===== src/rtl/mmio_timer_pkg.sv =====
// Shared constants for the mmio_timer peripheral: register offsets, CTRL/STATUS bit positions, widths.
package mmio_timer_pkg;

   localparam int unsigned DATA_W  = 32;
   localparam int unsigned PRESC_W = 8;

   localparam logic [1:0] OFF_CTRL    = 2'd0;
   localparam logic [1:0] OFF_COUNT   = 2'd1;
   localparam logic [1:0] OFF_COMPARE = 2'd2;
   localparam logic [1:0] OFF_STATUS  = 2'd3;

   localparam int unsigned CTRL_EN          = 0;
   localparam int unsigned CTRL_AUTO_RELOAD = 1;
   localparam int unsigned CTRL_IRQ_EN      = 2;
   localparam int unsigned CTRL_PRESC_LSB   = 8;
   localparam int unsigned CTRL_PRESC_MSB   = 15;

   localparam int unsigned STATUS_MATCH = 0;

endpackage


===== src/rtl/mmio_timer_prescaler.sv =====
// Tick generator: divides the clock by (presc+1) while enabled; used when MMIO_TIMER_PRESCALE_EN is defined.
module mmio_timer_prescaler
   import mmio_timer_pkg::*;
(
   input  logic               clock,
   input  logic               reset,
   input  logic               en,
   input  logic [PRESC_W-1:0] presc,
   input  logic               clear,
   output logic               tick_c
);

   logic [PRESC_W-1:0] pc;

   assign tick_c = en && (pc == presc);

   // A CTRL write restarts the divide period; the counter holds while disabled.
   always_ff @(posedge clock) begin
      if (reset) begin
         pc <= '0;
      end else if (clear) begin
         pc <= '0;
      end else if (en) begin
         pc <= tick_c ? '0 : pc + PRESC_W'(1);
      end
   end

endmodule


===== src/rtl/mmio_timer.sv =====
// Memory-mapped 32-bit timer/compare peripheral with registered read port and level interrupt.
// Optional clock prescaler enabled by defining MMIO_TIMER_PRESCALE_EN.
module mmio_timer
   import mmio_timer_pkg::*;
#(
   parameter logic [31:0] BASE_ADDR     = 32'h0000_FF00,
   parameter logic [31:0] RESET_COMPARE = 32'hFFFF_FFFF
)
(
   input  logic              clock,
   input  logic              reset,
   input  logic [31:0]       addr,
   input  logic              wr,
   input  logic [DATA_W-1:0] wdata,
   output logic              sel,
   output logic [DATA_W-1:0] rdata,
   output logic              irq
);

   logic              ctrlEn;
   logic              ctrlAutoReload;
   logic              ctrlIrqEn;
   logic [DATA_W-1:0] count;
   logic [DATA_W-1:0] compare;
   logic              match;

   logic              hit;
   logic [1:0]        offset;
   logic              rdHit;
   logic              wrCtrl;
   logic              wrCount;
   logic              wrCompare;
   logic              wrStatus;
   logic              tick;
   logic              cmpHit;
   logic [DATA_W-1:0] readValue;
   logic [DATA_W-1:0] countNext;
   logic              matchNext;
   logic              unusedAddrBits;

   assign hit            = (addr[31:4] == BASE_ADDR[31:4]);
   assign offset         = addr[3:2];
   assign rdHit          = hit && !wr;
   assign wrCtrl         = hit && wr && (offset == OFF_CTRL);
   assign wrCount        = hit && wr && (offset == OFF_COUNT);
   assign wrCompare      = hit && wr && (offset == OFF_COMPARE);
   assign wrStatus       = hit && wr && (offset == OFF_STATUS);
   assign unusedAddrBits = ^addr[1:0];

`ifdef MMIO_TIMER_PRESCALE_EN
   logic [PRESC_W-1:0] ctrlPresc;

   mmio_timer_prescaler uPrescaler (
      .clock  (clock),
      .reset  (reset),
      .en     (ctrlEn),
      .presc  (ctrlPresc),
      .clear  (wrCtrl),
      .tick_c (tick)
   );
`else
   assign tick = ctrlEn;
`endif

   // Match compares the pre-edge COUNT against the pre-edge COMPARE.
   assign cmpHit = tick && (count == compare);

   always_comb begin
      readValue = '0;
      unique case (offset)
         OFF_CTRL: begin
            readValue[CTRL_EN]          = ctrlEn;
            readValue[CTRL_AUTO_RELOAD] = ctrlAutoReload;
            readValue[CTRL_IRQ_EN]      = ctrlIrqEn;
`ifdef MMIO_TIMER_PRESCALE_EN
            readValue[CTRL_PRESC_MSB:CTRL_PRESC_LSB] = ctrlPresc;
`endif
         end
         OFF_COUNT:   readValue = count;
         OFF_COMPARE: readValue = compare;
         OFF_STATUS:  readValue[STATUS_MATCH] = match;
         default:     readValue = '0;
      endcase
   end

   // CPU writes to COUNT override the tick; a new match overrides W1C.
   always_comb begin
      countNext = count;
      matchNext = match;
      if (tick) begin
         countNext = (cmpHit && ctrlAutoReload) ? '0 : count + DATA_W'(1);
      end
      if (wrCount) begin
         countNext = wdata;
      end
      if (cmpHit) begin
         matchNext = 1'b1;
      end else if (wrStatus && wdata[STATUS_MATCH]) begin
         matchNext = 1'b0;
      end
   end

   always_ff @(posedge clock) begin
      if (reset) begin
         ctrlEn         <= 1'b0;
         ctrlAutoReload <= 1'b0;
         ctrlIrqEn      <= 1'b0;
`ifdef MMIO_TIMER_PRESCALE_EN
         ctrlPresc      <= '0;
`endif
         count          <= '0;
         compare        <= RESET_COMPARE;
         match          <= 1'b0;
         sel            <= 1'b0;
         rdata          <= '0;
         irq            <= 1'b0;
      end else begin
         sel   <= rdHit;
         rdata <= rdHit ? readValue : '0;
         irq   <= match && ctrlIrqEn;
         count <= countNext;
         match <= matchNext;
         if (wrCtrl) begin
            ctrlEn         <= wdata[CTRL_EN];
            ctrlAutoReload <= wdata[CTRL_AUTO_RELOAD];
            ctrlIrqEn      <= wdata[CTRL_IRQ_EN];
`ifdef MMIO_TIMER_PRESCALE_EN
            ctrlPresc      <= wdata[CTRL_PRESC_MSB:CTRL_PRESC_LSB];
`endif
         end
         if (wrCompare) begin
            compare <= wdata;
         end
      end
   end

endmodule


===== config.mk =====
export PLATFORM = sky130hd
export DESIGN_NAME = mmio_timer
export DESIGN_NICKNAME = d
export VERILOG_FILES = /design/src/rtl/mmio_timer_pkg.sv /design/src/rtl/mmio_timer_prescaler.sv /design/src/rtl/mmio_timer.sv
export SDC_FILE = /design/constraint.sdc
export NUM_CORES = 1
export LEC_CHECK = 0
export ABC_AREA = 1
export CORE_MARGIN = 4
export CORE_UTILIZATION = 45
export DETAILED_ROUTE_END_ITERATION = 10
export PLACE_DENSITY = 0.8
export SYNTH_ARGS = -nofsm -noshare
export SYNTH_HDL_FRONTEND = slang
export SYNTH_SLANG_ARGS = --single-unit

===== constraint.sdc =====
create_clock -name clock -period 2.6 [get_ports clock]
set_input_delay 0.26 -clock clock [delete_from_list [all_inputs] [get_ports clock]]
set_output_delay 0.26 -clock clock [all_outputs]
set_load 0.02 [all_outputs]

==> metrics.txt <==
mapped cell area=6310 um^2; cell with the most instances after synthesis=nand2_1; Tcrit/Tclk final=82.4%; total track usage=23.2%; nets=1129; RSZ-0062 raised after global routing=no; wire length per cell=14.8 um; I/O Pins=101; initial antenna violation count=0; clock root buffer=clkbuf_16; dpl cells=1224; pwr dens=425 nW/um^2; clock buffer depth=2; DR pass1 iterations=5; Area contributors post-synth=dfxtp_1 32%, nand2_1 20%, inv_1 7.1%; Hold Crit Start=match$_SDFFE_PP0P_; Crit path top cell by count=nand2_1; Placed Area=7340 um^2; hpwl dp=13700 um; Switching Power=673 uW; VDD IR max=250 uV; synth cell count leaders=344 x nand2_1, 119 x inv_1, 102 x dfxtp_1, 81 x nor2_1, 68 x nand3_1; Critical Path End Type=register; Post-synth EDFFs=0; die footprint=16000 um^2; residual DRC count=0; endpoints failing hold=0; fin util=55.5%; critical path type=register to register; Yosys top cell by area=dfxtp_1; CTS Buf Count=9; slew margin rel.=51.3%; Syn Inst Count=984; post-CTS sizing=0; CP max stage cell=dfxtp_1; IO Port Bufs=98; HP Class=register to register; Worst R2R Setup Slack=460 ps; Post-Syn Nets=1058; gp weighted congestion=0.986; Final Instance Area=7680 um^2; final critical-path required period=2140 ps; clock-pin transition on the worst setup and hold timing paths=70 ps; initial drt markers=463; core area=13800 um^2; Slew @ Worst Pin=729 ps; crit-path cells=inv_1 > nand2_1 > nand2_1 > nor2_1 > nand2_1 > nor2_2 > nand2_2 > nor2_4 > nand3_4 > nand3_1 > a21oi_1; Clock power frac=46.1%; hold-fix buffers at CTS=0; die height=126 um; Crit Path Max Fanout=26; CP arrival=2360 ps; Critical Path Start Type=register; Internal=2590 uW; critical path required time=2820 ps; Cell variety after synth=34; WHS Endpoint=irq$_SDFF_PP0_; skew final=6.74 ps; layout cell share with drive strength beyond 1=9.15%; final slew viol count=0; Syn-to-layout area delta=21.6%; global-route wire length before repair=30300 um; r2r startpoint=count[3]$_SDFFE_PP0P_; Switching Share=20.6%; CTS Sinks=102; fmax=0.467 GHz; top cell type's share of synthesized area=32.3%; number of diodes=0; gr ovfl total=0; setup_tns=0 ps; clk_lat worst skew=350 ps; pin count of the biggest net entering global routing=36; number of max-cap violations=0; r2r endpoint=count[3]$_SDFFE_PP0P_; Reg power frac=47.9%; share of flip-flops with an asynchronous set or reset=0%; Die X-Extent=126 um; H-tree levels=3; final wirelength=18300 um; setup bufs post-CTS=0; Leak=0.00317 uW; Seq cells post-synth=102; Main synth FF type=dfxtp_1; Row Count=43; sequential area share after synthesis=32.3%; Worst Hold Depth=2; CP peak stage delay=500 ps; Vias/cell=5.18; status=complete, no violations; vias after detailed routing=6422; Avg Cell Area, Syn=6.42 um^2; Synthesis Warnings=0; initial core utilization=45.7%; Post-Layout Cell Count=1240; Routed Antenna Nets=0; combinational fraction of design power=6.0%; fill count=1355; R2R cell count=11; Final Setup Violations=0; CTS tree=built; vias in the first global route=6144
kinds of logic after synthesis:
kind of cell             share of synthesized area [%]
adder cells (fa/ha/maj)                           1.39
AO/OA/AOI/OAI                                     11.0
XOR/XNOR                                          3.33
flip-flops                                        32.3
buffers and inverters                             12.4
AND/OR/NAND/NOR                                   39.6
worst max-delay path by stage:
stage	start	endpoint	slack, ps	cells after the start
after floorplan	count[0]$_SDFFE_PP0P_	count[22]$_SDFFE_PP0P_	940	13
after CTS	count[3]$_SDFFE_PP0P_	count[4]$_SDFFE_PP0P_	470	11
after detailed placement	addr[3]	count[3]$_SDFFE_PP0P_	400	8
after global routing	count[3]$_SDFFE_PP0P_	count[4]$_SDFFE_PP0P_	330	11
final	count[3]$_SDFFE_PP0P_	count[3]$_SDFFE_PP0P_	460	11
after global placement	addr[3]	count[24]$_SDFFE_PP0P_	440	7
flip-flops by register name, summed over array words and instances, names as in the netlist:
name,cells
ctrlEn,1
ctrlIrqEn,1
count,32
rdata,32
ctrlAutoReload,1
compare,32
sel,1
match,1
irq,1
metal layers:
metal,up-vias,global-route usage (%),routed length (um)
met5,-,0,0
met4,0,6.44,384
met3,33,5.52,1250
met2,219,38.3,8530
met1,2948,30.5,8190
li1,3222,-,-
critical path: cells and delay by family, from the launching register on:
family                 cells  cell delay [ps]
buffers and inverters      1               80
AOI/OAI and AO/OA          1               80
DFF                        1              500
and+or+nand+nor            9             1310
stage by stage:
stage / power (uW) / setup WS [ps] / hold WS (ps)
2_1_floorplan: 1660 / 937 / 386
3_3_place_gp: 1790 / 442 / 452
3_5_place_dp: 1790 / 398 / 453
4_1_cts: 3280 / 467 / 469
5_1_grt: 3370 / 334 / 486
6_report: 3260 / 458 / 470
placed cells by master, fill, tap and decap left out, types with 2 or more instances in the layout:
master           netlist  final
nor2_1                81     81
inv_1                119    119
nand3b_1               2      2
nand2_2                3      3
clkbuf_8               0      3
clkdlybuf4s50_1        0     98
ha_1                   7      7
nand3_1               68     68
a311oi_1               2      2
nand3_4                3      3
a21oi_1               46     46
nor3_1                10     10
inv_2                 13     13
nand4_1               19     19
bufinv_16              0      2
nand2_1              344    344
nor2_4                 3      4
nand3_2               21     21
clkbuf_16              0      9
nor2_2                 4      3
dfxtp_1              102    102
xor2_1                18     18
o21ai_0                7      7
xnor2_1                6      6
a21oi_2               21     21
and3_1                 2      2
o211ai_1              28     28
buf_4                  9     11
final cells by class:
| type | instances | area (um^2) | area share, % |
|---|---|---|---|
| clock buffer | 13 | 270 | 3.52 |
| clock inverter | 3 | 65.1 | 0.847 |
| sequential | 102 | 2040 | 26.6 |
| multi-input combinational | 699 | 3490 | 45.5 |
| inverter | 133 | 499 | 6.50 |
| timing repair buffer | 110 | 1080 | 14.1 |
| tap | 180 | 225 | 2.93 |
power groups by stage:
| stage | Sequential (uW) | Combinational (uW) | Clock (uW) |
|---|---|---|---|
| final | 1560 | 196 | 1500 |
| after global routing | 1560 | 212 | 1600 |
| after CTS | 1560 | 195 | 1530 |
| after detailed placement | 1600 | 194 | 0 |
| after global placement | 1600 | 191 | 0 |
| after floorplan | 1600 | 59.6 | 0 |
Power figures use the tool's default switching activity.
